[src/rtl/alu_pkg.sv]
// ---------------------------------------------------------------------------
// alu_pkg
// Shared definitions for the ALU sharing logic: ALU operand/opcode widths,
// the arbiter FSM state encoding, and a small wrap-around increment helper.
// ---------------------------------------------------------------------------
package alu_pkg;

    localparam int ALU_OP_W = 3;
    localparam int ALU_DW   = 8;

    typedef enum logic [1:0] {
        IDLE = 2'd0,
        EXEC = 2'd1,
        CAPT = 2'd2,
        RESP = 2'd3
    } state_t;

    // Cyclic successor of idx in 0..n-1.
    function automatic int wrap_inc(input int idx, input int n);
        return (idx == n - 1) ? 0 : idx + 1;
    endfunction

endpackage

[src/rtl/rr_arbiter.sv]
// ---------------------------------------------------------------------------
// rr_arbiter
// Purely combinational round-robin grant: picks the first valid bit at or
// after ptr, searching cyclically.
//   valid [NREQ]  request bits
//   ptr   [IDXW]  search start position (must be < NREQ)
//   grant [NREQ]  one-hot grant, all-zero when nothing is valid
//   idx   [IDXW]  index of the granted bit (0 when nothing is valid)
//   any           at least one valid bit
// ---------------------------------------------------------------------------
module rr_arbiter #(
    parameter  int NREQ = 2,
    localparam int IDXW = $clog2(NREQ)
) (
    input  logic [NREQ-1:0] valid,
    input  logic [IDXW-1:0] ptr,
    output logic [NREQ-1:0] grant,
    output logic [IDXW-1:0] idx,
    output logic            any
);

    // pos[k] is the requester examined k-th in the cyclic search.
    logic [IDXW-1:0] pos [NREQ];

    genvar gi;
    generate
        for (gi = 0; gi < NREQ; gi++) begin : g_pos
            logic [IDXW:0] pos_sum;
            assign pos_sum = {1'b0, ptr} + (IDXW+1)'(gi);
            assign pos[gi] = (pos_sum >= (IDXW+1)'(NREQ))
                           ? IDXW'(pos_sum - (IDXW+1)'(NREQ))
                           : IDXW'(pos_sum);
        end
    endgenerate

    // Scan from the far end back toward ptr so the nearest valid bit wins.
    always_comb begin
        grant = '0;
        idx   = '0;
        any   = 1'b0;
        for (int k = NREQ - 1; k >= 0; k--) begin
            if (valid[pos[k]]) begin
                grant         = '0;
                grant[pos[k]] = 1'b1;
                idx           = pos[k];
                any           = 1'b1;
            end
        end
    end

endmodule

[src/rtl/alu_arbiter.sv]
// ---------------------------------------------------------------------------
// alu_arbiter
// Shares one registered ALU between NREQ requesters. One operation is in
// flight at a time: accept a request, drive the ALU with alu_en high for
// ALU_LAT cycles, capture y/zero, and hold the response until the owning
// requester takes it. alu_op/a/b hold their last issued values while idle so
// the ALU inputs do not toggle.
//   clk, rst_n               clock, async active-low reset
//   req_valid/ready [NREQ]   request handshake (ready one-hot, IDLE only)
//   req_op [3*NREQ], req_a/req_b [8*NREQ]   per-requester payload
//   rsp_valid/ready [NREQ]   response handshake (valid one-hot to owner)
//   rsp_y [8], rsp_zero      captured result
//   busy                     FSM not in IDLE
//   alu_en/op/a/b            ALU drive; alu_y/alu_zero ALU outputs
// ---------------------------------------------------------------------------
module alu_arbiter
    import alu_pkg::*;
#(
    parameter int NREQ    = 2,
    parameter int ALU_LAT = 1
) (
    input  logic                   clk,
    input  logic                   rst_n,
    input  logic [NREQ-1:0]        req_valid,
    output logic [NREQ-1:0]        req_ready,
    input  logic [3*NREQ-1:0]      req_op,
    input  logic [8*NREQ-1:0]      req_a,
    input  logic [8*NREQ-1:0]      req_b,
    output logic [NREQ-1:0]        rsp_valid,
    input  logic [NREQ-1:0]        rsp_ready,
    output logic [ALU_DW-1:0]      rsp_y,
    output logic                   rsp_zero,
    output logic                   busy,
    output logic                   alu_en,
    output logic [ALU_OP_W-1:0]    alu_op,
    output logic [ALU_DW-1:0]      alu_a,
    output logic [ALU_DW-1:0]      alu_b,
    input  logic [ALU_DW-1:0]      alu_y,
    input  logic                   alu_zero
);

    localparam int IDXW = $clog2(NREQ);
    localparam int CW   = $clog2(ALU_LAT + 1);

    state_t                state_reg, state_next;
    logic [IDXW-1:0]       ptr_reg,   ptr_next;
    logic [IDXW-1:0]       gidx_reg,  gidx_next;
    logic [CW-1:0]         cnt_reg,   cnt_next;
    logic [ALU_OP_W-1:0]   op_reg,    op_next;
    logic [ALU_DW-1:0]     a_reg,     a_next;
    logic [ALU_DW-1:0]     b_reg,     b_next;
    logic [ALU_DW-1:0]     y_reg,     y_next;
    logic                  zero_reg,  zero_next;

    logic [NREQ-1:0]       arb_grant;
    logic [IDXW-1:0]       arb_idx;
    logic                  arb_any;

    rr_arbiter #(
        .NREQ (NREQ)
    ) u_rr (
        .valid (req_valid),
        .ptr   (ptr_reg),
        .grant (arb_grant),
        .idx   (arb_idx),
        .any   (arb_any)
    );

    always_ff @(posedge clk or negedge rst_n) begin
        if (!rst_n) begin
            state_reg <= IDLE;
            ptr_reg   <= '0;
            gidx_reg  <= '0;
            cnt_reg   <= '0;
            op_reg    <= '0;
            a_reg     <= '0;
            b_reg     <= '0;
            y_reg     <= '0;
            zero_reg  <= 1'b0;
        end else begin
            state_reg <= state_next;
            ptr_reg   <= ptr_next;
            gidx_reg  <= gidx_next;
            cnt_reg   <= cnt_next;
            op_reg    <= op_next;
            a_reg     <= a_next;
            b_reg     <= b_next;
            y_reg     <= y_next;
            zero_reg  <= zero_next;
        end
    end

    always_comb begin
        state_next = state_reg;
        ptr_next   = ptr_reg;
        gidx_next  = gidx_reg;
        cnt_next   = cnt_reg;
        op_next    = op_reg;
        a_next     = a_reg;
        b_next     = b_reg;
        y_next     = y_reg;
        zero_next  = zero_reg;
        case (state_reg)
            IDLE: begin
                if (arb_any) begin
                    op_next    = req_op[int'(arb_idx)*ALU_OP_W +: ALU_OP_W];
                    a_next     = req_a[int'(arb_idx)*ALU_DW +: ALU_DW];
                    b_next     = req_b[int'(arb_idx)*ALU_DW +: ALU_DW];
                    gidx_next  = arb_idx;
                    cnt_next   = '0;
                    state_next = EXEC;
                end
            end
            EXEC: begin
                if (cnt_reg == CW'(ALU_LAT - 1)) begin
                    state_next = CAPT;
                end else begin
                    cnt_next = cnt_reg + 1'b1;
                end
            end
            CAPT: begin
                // ALU has had ALU_LAT enabled edges; its outputs are settled.
                y_next     = alu_y;
                zero_next  = alu_zero;
                state_next = RESP;
            end
            RESP: begin
                if (rsp_ready[gidx_reg]) begin
                    ptr_next   = IDXW'(wrap_inc(int'(gidx_reg), NREQ));
                    state_next = IDLE;
                end
            end
            default: state_next = IDLE;
        endcase
    end

    // Gated by rst_n so no grant is offered while reset is asserted, even
    // with requests pending.
    assign req_ready = (state_reg == IDLE && rst_n) ? arb_grant : '0;

    genvar gi;
    generate
        for (gi = 0; gi < NREQ; gi++) begin : g_rsp
            assign rsp_valid[gi] = (state_reg == RESP) && (gidx_reg == IDXW'(gi));
        end
    endgenerate

    assign rsp_y    = y_reg;
    assign rsp_zero = zero_reg;
    assign busy     = (state_reg != IDLE);
    assign alu_en   = (state_reg == EXEC);
    assign alu_op   = op_reg;
    assign alu_a    = a_reg;
    assign alu_b    = b_reg;

endmodule

[config.mk]
export PLATFORM = sky130hd
export DESIGN_NAME = alu_arbiter
export DESIGN_NICKNAME = d
export VERILOG_FILES = /design/src/rtl/alu_pkg.sv /design/src/rtl/rr_arbiter.sv /design/src/rtl/alu_arbiter.sv
export SDC_FILE = /design/constraint.sdc
export NUM_CORES = 1
export LEC_CHECK = 0
export CORE_UTILIZATION = 66
export DETAILED_ROUTE_END_ITERATION = 16
export DONT_BUFFER_PORTS = 1
export GPL_TIMING_DRIVEN = 0
export PLACE_DENSITY_LB_ADDON = 0.15
export SLEW_MARGIN = 30
export SYNTH_ARGS = -nofsm -noshare
export SYNTH_HDL_FRONTEND = slang
export SYNTH_SLANG_ARGS = --single-unit
[constraint.sdc]
create_clock -name clk -period 2 [get_ports clk]
set_input_delay 0.3 -clock clk [delete_from_list [all_inputs] [get_ports clk]]
set_output_delay 0.3 -clock clk [all_outputs]
set_load 0.03 [all_outputs]
-- Word level (Yosys, flattened, before mapping)
Cells that the tools add are included.
- bits in registers: 33
- bits of input ports: 53
- output and inout port bits: 34
- logic and storage cells: 71
- add/sub/neg operators: 5
- multipliers: 1
- $lt $le $gt $ge: 7
- equal/unequal tests: 6
- shifts and indexed selects: 3
- mux-type cells: 27
- bitwise logic cells: 1
- reductions and logical operators: 12
- operators by type and width (operator ; count):
    $shiftx 16x5->8 ; 2
    $mux 1 ; 17
    $mux 2 ; 6
    $pmux 2 s4 ; 1
    $lt 1x2->1 const B ; 3
    $ne 2x2->1 const B ; 3
    $reduce_and 2->1 ; 3
    $shiftx 6x4->3 ; 1
    $logic_and 1x1->1 ; 5
    $eq 2x2->1 const B ; 2
    $reduce_bool 2->1 ; 2
    $mul 1x2->3 const B ; 1
    $reduce_and 3->1 ; 1
    $add 1x1->1 const B ; 2
    $add 1x1->2 const B ; 1
    $demux 1 s1 ; 2
    $eq 2x1->1 const B ; 1
    $ge 1x1->1 const B ; 2
    $ge 1x2->1 const B ; 1
    $ge 2x2->1 const B ; 1
    $logic_not 2->1 ; 1
    $pmux 1 s2 ; 1
    $sub 1x1->1 const B ; 2
    $not 1->1 ; 1

-- Depth between registers and ports, before layout
- word-level depth: 10
- mapped depth: 6

-- By module
A second synthesis with hierarchy kept.
- cell total of the unflattened synthesis: 133
- area, all modules: 1514.0 sq um
- by module, submodules not included (module ; times used ; cells an instance ; area each (sq um)):
    alu_arbiter ; 1 ; 128 ; 1481.4
    rr_arbiter ; 1 ; 5 ; 32.5

-- Worst setup path before layout
No wires, ideal clock.
- path type: register -> output
- start point: register state_reg[0]
- end point: output req_ready[1]
- arrival time: 1.429 ns
- setup slack: 0.271 ns
- cell stages (with the launch flop): 5
- path buffers: 0
- cell sequence: dfrtp_1 inv_1 ha_1 nand2_1 nor3_1
- word-level cells in the longest chain between the ends: 3
- ends and longest elaborated chain (item ; RTL line ; RTL):
    from (decl) ; alu_arbiter.sv:45 ; state_t state_reg, state_next;
    from (signal assigned) ; alu_arbiter.sv:81 ; state_reg <= state_next;
    $logic_not 2->1 ; alu_arbiter.sv:139 ; assign req_ready = (state_reg == IDLE && rst_n) ? arb_grant : '0;
    $logic_and 1x1->1 ; alu_arbiter.sv:139 ;
    $mux 2 ; alu_arbiter.sv:139 ;
    to (decl) ; alu_arbiter.sv:25 ; output logic [NREQ-1:0] req_ready,
Every way passes these cells.

-- Worst setup path after layout
Same ends and word-level chain as after synthesis.

==> impl_metrics.tcl <==
set metrics [dict create \
    die-area_um2 2700 \
    critPathCapture "req_ready[1]" \
    ys_types 27 \
    fill_cells 157 \
    yosys-top-cells-count "dfrtp_1, nand3_1, nor2_1" \
    rrSetupSlack_ns 0.49 \
    htree_levels 2 \
    maxCapViolations 0 \
    routedWlPerCell_um 19.30 \
    clock_sinks 32 \
    layout.nets 229 \
    cp.required_ns 1.70 \
    p_leak_uw 0.0007331 \
    final.min_clock_period_ns 1.890 \
    setup_ws_ns 0.1103 \
    grt_pass1_vias 1310 \
    async_reset_ff_frac 1.000 \
    die_y_um 51.97 \
    clockBufferDepth 2 \
    synth_most_common_cell "dfrtp_1" \
    drc 0 \
    multi_input_comb_area_um2 759.5 \
    drive_above_1_share 0.2573 \
    drt_iter0_markers 47 \
    synth_edf_count 0 \
    dp_hpwl_um 2636 \
    area_growth_pct 8.808 \
    overflow 0 \
    critPathArrivalTime_ns 1.59 \
    slew_violations 0 \
    pre_cts_slack_ns 0.1270 \
    status "completed" \
    cp-start-kind "register" \
    finalWirelength_um 3840 \
    port_buffers 0 \
    max_freq_mhz 529.2 \
    relSlewSlack 0.6011 \
    synth.area.top_cells "dfrtp_1, a31oi_2, nand3_1, mux2_2, nor2_1" \
    core_um2 2276 \
    num_rows 17 \
    hold_violations 0 \
    ff2ff_path_depth 6 \
    synth_top_area_cell "dfrtp_1" \
    rr_startpoint "state_reg[0]" \
    ant_nets 0 \
    initial_core_util 0.7240 \
    postSynthCellCount 162 \
    grtUsageTotal 0.3191 \
    critPathLaunch "state_reg[0]" \
    synth_top_area_share 0.4860 \
    criticalPathCategory "register to output port" \
    postSynthAreaPerCell_um2 10.17 \
    finalCritPeriodShare 0.9448 \
    synthFlopType "dfrtp_1" \
    diodes 0 \
    firstDrtPassIters 4 \
    rsz0062_at_grt "false" \
    total_power_uw 3375 \
    vias_per_cell 6.352 \
    synth-seq-cells 32 \
    regArea_um2 800.8 \
    clk_latency_ns 0.34 \
    seq_area_frac_synth 0.4860 \
    skew_ns 0.006934 \
    power_density_nw_per_um2 1882 \
    endpoint_kind "output port" \
    vias 1264 \
    gp_congestion 0.7280 \
    ir_drop_mv 1.625 \
    cts_root_buf "clkbuf_4" \
    clk_pin_slew_ns 0.09 \
    cts_buffers 5 \
    netlist_area_um2 1648 \
    worstMarginPinSlew_ns 0.5972 \
    antenna_found_initial 0 \
    hp-class "primary input to register" \
    syn_nets 220 \
    cts_tree "yes" \
    r2r-end "alu_op[0]" \
    cp_max_fo 4 \
    ios 87 \
    tns_ns 0 \
    setup_viol 0 \
    grt_max_degree 33 \
    yosys_warnings 0 \
    grt_pass1_wl_um 5996 \
    die_x_um 51.97 \
]
[placed cells by master, fill, tap and decap left out]
cell type	count
a21oi_2	1
and2_1	1
nor2_1	21
inv_1	4
a31oi_1	9
mux2i_1	1
dfrtp_1	32
buf_2	7
o21a_2	1
clkbuf_4	5
nand2_1	4
a2bb2oi_1	1
o21ai_1	15
clkbuf_8	2
buf_12	1
inv_2	1
a21oi_1	1
mux2_2	9
o21ai_0	6
nand3_1	21
nor3_4	1
a22oi_2	1
and2b_4	1
a31oi_2	10
buf_4	1
clkbuf_1	2
dlygate4sd3_1	1
buf_6	3
nand2b_1	1
ha_1	5
mux2_1	1
nor2b_1	1
[repair_timing]
| item | CTS | global route |
|---|---|---|
| endpoints found under the hold margin | 32 | 0 |
| buffers inserted | 0 | 0 |
| endpoints found under the setup margin | 2 | 1 |
| resized for setup | 2 | 1 |
| hold buffers | 2 | 0 |
[how the worst min path moves through the flow]
stage          slack (ns)       end  cells past startpoint     start
2_1_floorplan       0.004  alu_a[0]                      0     rst_n
3_3_place_gp        0.005  alu_b[5]                      0     rst_n
3_5_place_dp        0.005  alu_b[5]                      0     rst_n
4_1_cts              0.10  rsp_zero                      1  alu_zero
5_1_grt               0.1  rsp_y[0]                      1  alu_y[0]
6_report             0.11  rsp_zero                      1  alu_zero
[metal layers]
| metal | up-vias | global-route usage | part of all wire | wire length (um) |
|---|---|---|---|---|
| li1 | 592 | - | - | - |
| met1 | 584 | 0.3589 | 0.37 | 1428 |
| met2 | 79 | 0.5278 | 0.49 | 1875 |
| met3 | 9 | 0.1082 | 0.12 | 452 |
| met4 | 0 | 0.1712 | 0.021 | 82 |
| met5 | - | 0 | 0 | 0 |
[cells by family (layout without fill, tap and decap cells)]
logic type / count (synthesis) / after routing / share of synthesized area
compound gates: 45 / 45 / 0.1982
fa+ha+maj: 5 / 5 / 0.03797
buf+inv: 18 / 27 / 0.06226
flops: 32 / 32 / 0.4860
mux: 11 / 11 / 0.07441
simple gates: 51 / 51 / 0.1412
[power by group]
group	internal [uW]	switching, uW	leakage [uW]
combinational	516	650	0.000334
sequential	973	823	0.000362
clock	199	213	0.0000374
total	1690	1690	0.000733
[area by class of cell]
type	instances	share of cell area
sequential	32	0.4466
multi-input combinational	112	0.4236
buffer	13	0.04676
clock buffer	7	0.03629
tap	28	0.01954
timing repair buffer	2	0.01675
inverter	5	0.01047
[metrics by stage]
stage | cell area, um2 | utilization | std cells | hold WS [ns]
4_1_cts | 1787 | 0.7850 | 199 | 0.1003
5_1_grt | 1793 | 0.7878 | 199 | 0.09780
6_report | 1793 | 0.7878 | 199 | 0.1078
2_1_floorplan | 1648 | - | 162 | 0.004409
3_5_place_dp | 1683 | 0.7394 | 190 | 0.005023
3_3_place_gp | 1683 | 0.7394 | 190 | 0.004982
[critical path, cell delays in order (launching register included)]
cell and delay (ns):
dfrtp_1 0.42, inv_1 0.12, ha_1 0.23, nand2_1 0.11, nor3_4 0.37
(Power assumes the default switching activity.)
==> edit, RTL diff (same flow settings) <==
Set the package constant `ALU_DW` to 9 (it was 8).
--- a/src/rtl/alu_pkg.sv
+++ b/src/rtl/alu_pkg.sv
@@ -8,3 +8,3 @@
     localparam int ALU_OP_W = 3;
-    localparam int ALU_DW   = 8;
+    localparam int ALU_DW   = 9;
 
Ports: changed (resized alu_a, alu_b, alu_y and rsp_y); port bits go from 87 to 91. No check against the original RTL was run, so the function may have changed too.
==> edit against the original RTL <==
Critical endpoint unchanged. Routed wire length up 11%. Area after synthesis is 0.30% higher. Core utilization up 3.1 points. Sequential cell count increased by 3. Global-route usage grew 1.2 points. Worst setup slack worse by 0.014 ns. Register-to-register slack worse by 0.06 ns. Sequential share of layout area is 2.4 points higher. Design area rose by 3.9%. Total power is 13% higher. Critical path depth up 1.
==> edit: results (changes against the original RTL) <==
| Metric | Value |
|---|---|
| Status | completed (unchanged) |
| Critical Path End Type | output port (unchanged) |
| Iteration-0 DRC Markers | 43 (was 47) |
| Worst Path Max Fanout | 8 (was 4) |
| Clock Latency Late Sink | 0.35 ns |
| Placed inst area | 1690 µm² (was 1680 µm²) |
| WHS Endpoint | alu_b[7] (was rsp_zero) |
| Vias per cell | 6.71 (was 6.35) |
| Clock power share | 16.4% (was 12.2%) |
| WL final | 4280 µm (was 3840 µm) |
| Final nets | 228 (was 229) |
| Worst hold start | req_b[7] (was alu_zero) |
| Vias in the first global route | 1381 (was 1310) |
| Synth area leaders | dfrtp_1, mux2_2, a31oi_1 (was dfrtp_1, a31oi_2, nand3_1) |
| DP Cell Count | 188 (was 190) |
| Worst Hold Depth | 1 (unchanged) |
| Flop2flop setup slack | 0.43 ns (was 0.49 ns) |
| H-tree depth reported by CTS | 2 (unchanged) |
| Sequential area share after synthesis | 53.0% (was 48.6%) |
| DP HPWL | 3000 µm (was 2640 µm) |
| Cell count after synthesis | 160 (was 162) |
| Global-route usage over all layers | 33.1% (was 31.9%) |
| Worst VDD drop | 1720 µV (was 1620 µV) |
| Cell family with most CP delay | simple AND/OR/NAND/NOR gates (unchanged) |
| Top_reg_cell synth | dfrtp_1 (unchanged) |
| Post-Route Skew | 0.0165 ns (was 0.00693 ns) |
| Fin Hold WS | 0.0772 ns (was 0.108 ns) |
| Crit-path max cell delay | 0.44 ns (was 0.42 ns) |
| Global placement routability congestion | 0.753 (was 0.728) |
| PortBufs | 0 (unchanged) |
| Worst slack, placed | 0.0245 ns (was 0.127 ns) |
| Ratio of cells with drive above 1 in the final layout | 24.0% (was 25.7%) |
| FF-to-FF End | alu_a[0] (was alu_op[0]) |
| Largest net degree at the start of global routing | 36 (was 33) |
| P_seq | 1.98 mW (was 1.80 mW) |
| Synth cell count leaders | dfrtp_1, a21oi_1, nor2_1, o21ai_0, a31oi_1 (was dfrtp_1, nand3_1, nor2_1, o21ai_1, a31oi_2) |
| R2R cell count | 7 (was 6) |
| Clock transition at the registers of the reported paths | 0.12 ns (was 0.09 ns) |
| Clk pwr | 0.625 mW (was 0.412 mW) |
| CTS Buf Count | 5 (unchanged) |
| Leakage power | 0.778 nW (was 0.733 nW) |
| First-pass GRT wire length | 6110 µm (was 6000 µm) |
| Yosys cell types | 29 (was 27) |
| Slew headroom | 64.7% (was 60.1%) |
| Total internal power | 1.98 mW (was 1.69 mW) |
| CTS Buffer Depth | 2 (unchanged) |
| CP max stage cell | dfrtp_1 (unchanged) |
| Syn Nets | 218 (was 220) |
==> edit: cell count changes in the layout (fill, tap and decap cells not counted), moves of 8 or more <==
cell	delta
o21ai_1	-15
a31oi_2	-10
o21ai_0	+12
a31oi_1	+8
a21oi_1	+17
nand3_1	-20
==> edit: kinds of logic after synthesis <==
kind of cell	after synthesis	share of synthesized area, %
AND/OR/NAND/NOR	29	7.49
flip-flops	35	53.0
adder cells (fa/ha/maj)	4	3.03
multiplexers	12	8.10
buffers and inverters	16	5.22
AO/OA/AOI/OAI	64	23.2
==> edit: cell type report <==
type	count	area (µm²)
buffer	12	77.6
sequential	35	877
timing repair buffer	3	37.5
tap	28	35.0
fill	150	413
multi-input combinational	109	716
inverter	4	15.0
clock inverter	3	67.6
clock buffer	5	37.5
==> edit: worst max path at each step <==
stage | startpoint | to | slack [ns] | depth (start not counted)
2_1_floorplan | state_reg[0] | req_ready[1] | 0.19 | 5
3_3_place_gp | state_reg[0] | req_ready[1] | 0.06 | 5
3_5_place_dp | state_reg[0] | req_ready[1] | 0.02 | 5
4_1_cts | state_reg[0] | req_ready[0] | 0.02 | 5
5_1_grt | state_reg[0] | req_ready[1] | -0.007 | 5
6_report | state_reg[0] | req_ready[1] | 0.1 | 5
==> edit: timing repair <==
action | CTS | global route
gates cloned | 0 | 0
gates resized for setup | 3 | 8
pin swaps | 1 | 1
buffers inserted | 0 | 1
setup endpoints to repair | 2 | 2
hold endpoints to repair | 35 | 0
hold buffers | 2 | 0
==> edit: per-layer routing <==
metal | vias to the layer above | share of wire [%] | global-route usage, %
met5 | - | 0 | 0
met3 | 12 | 8.8 | 12.0
met1 | 645 | 34 | 33.3
met4 | 0 | 2.0 | 14.0
li1 | 594 | - | -
met2 | 85 | 55 | 60.5
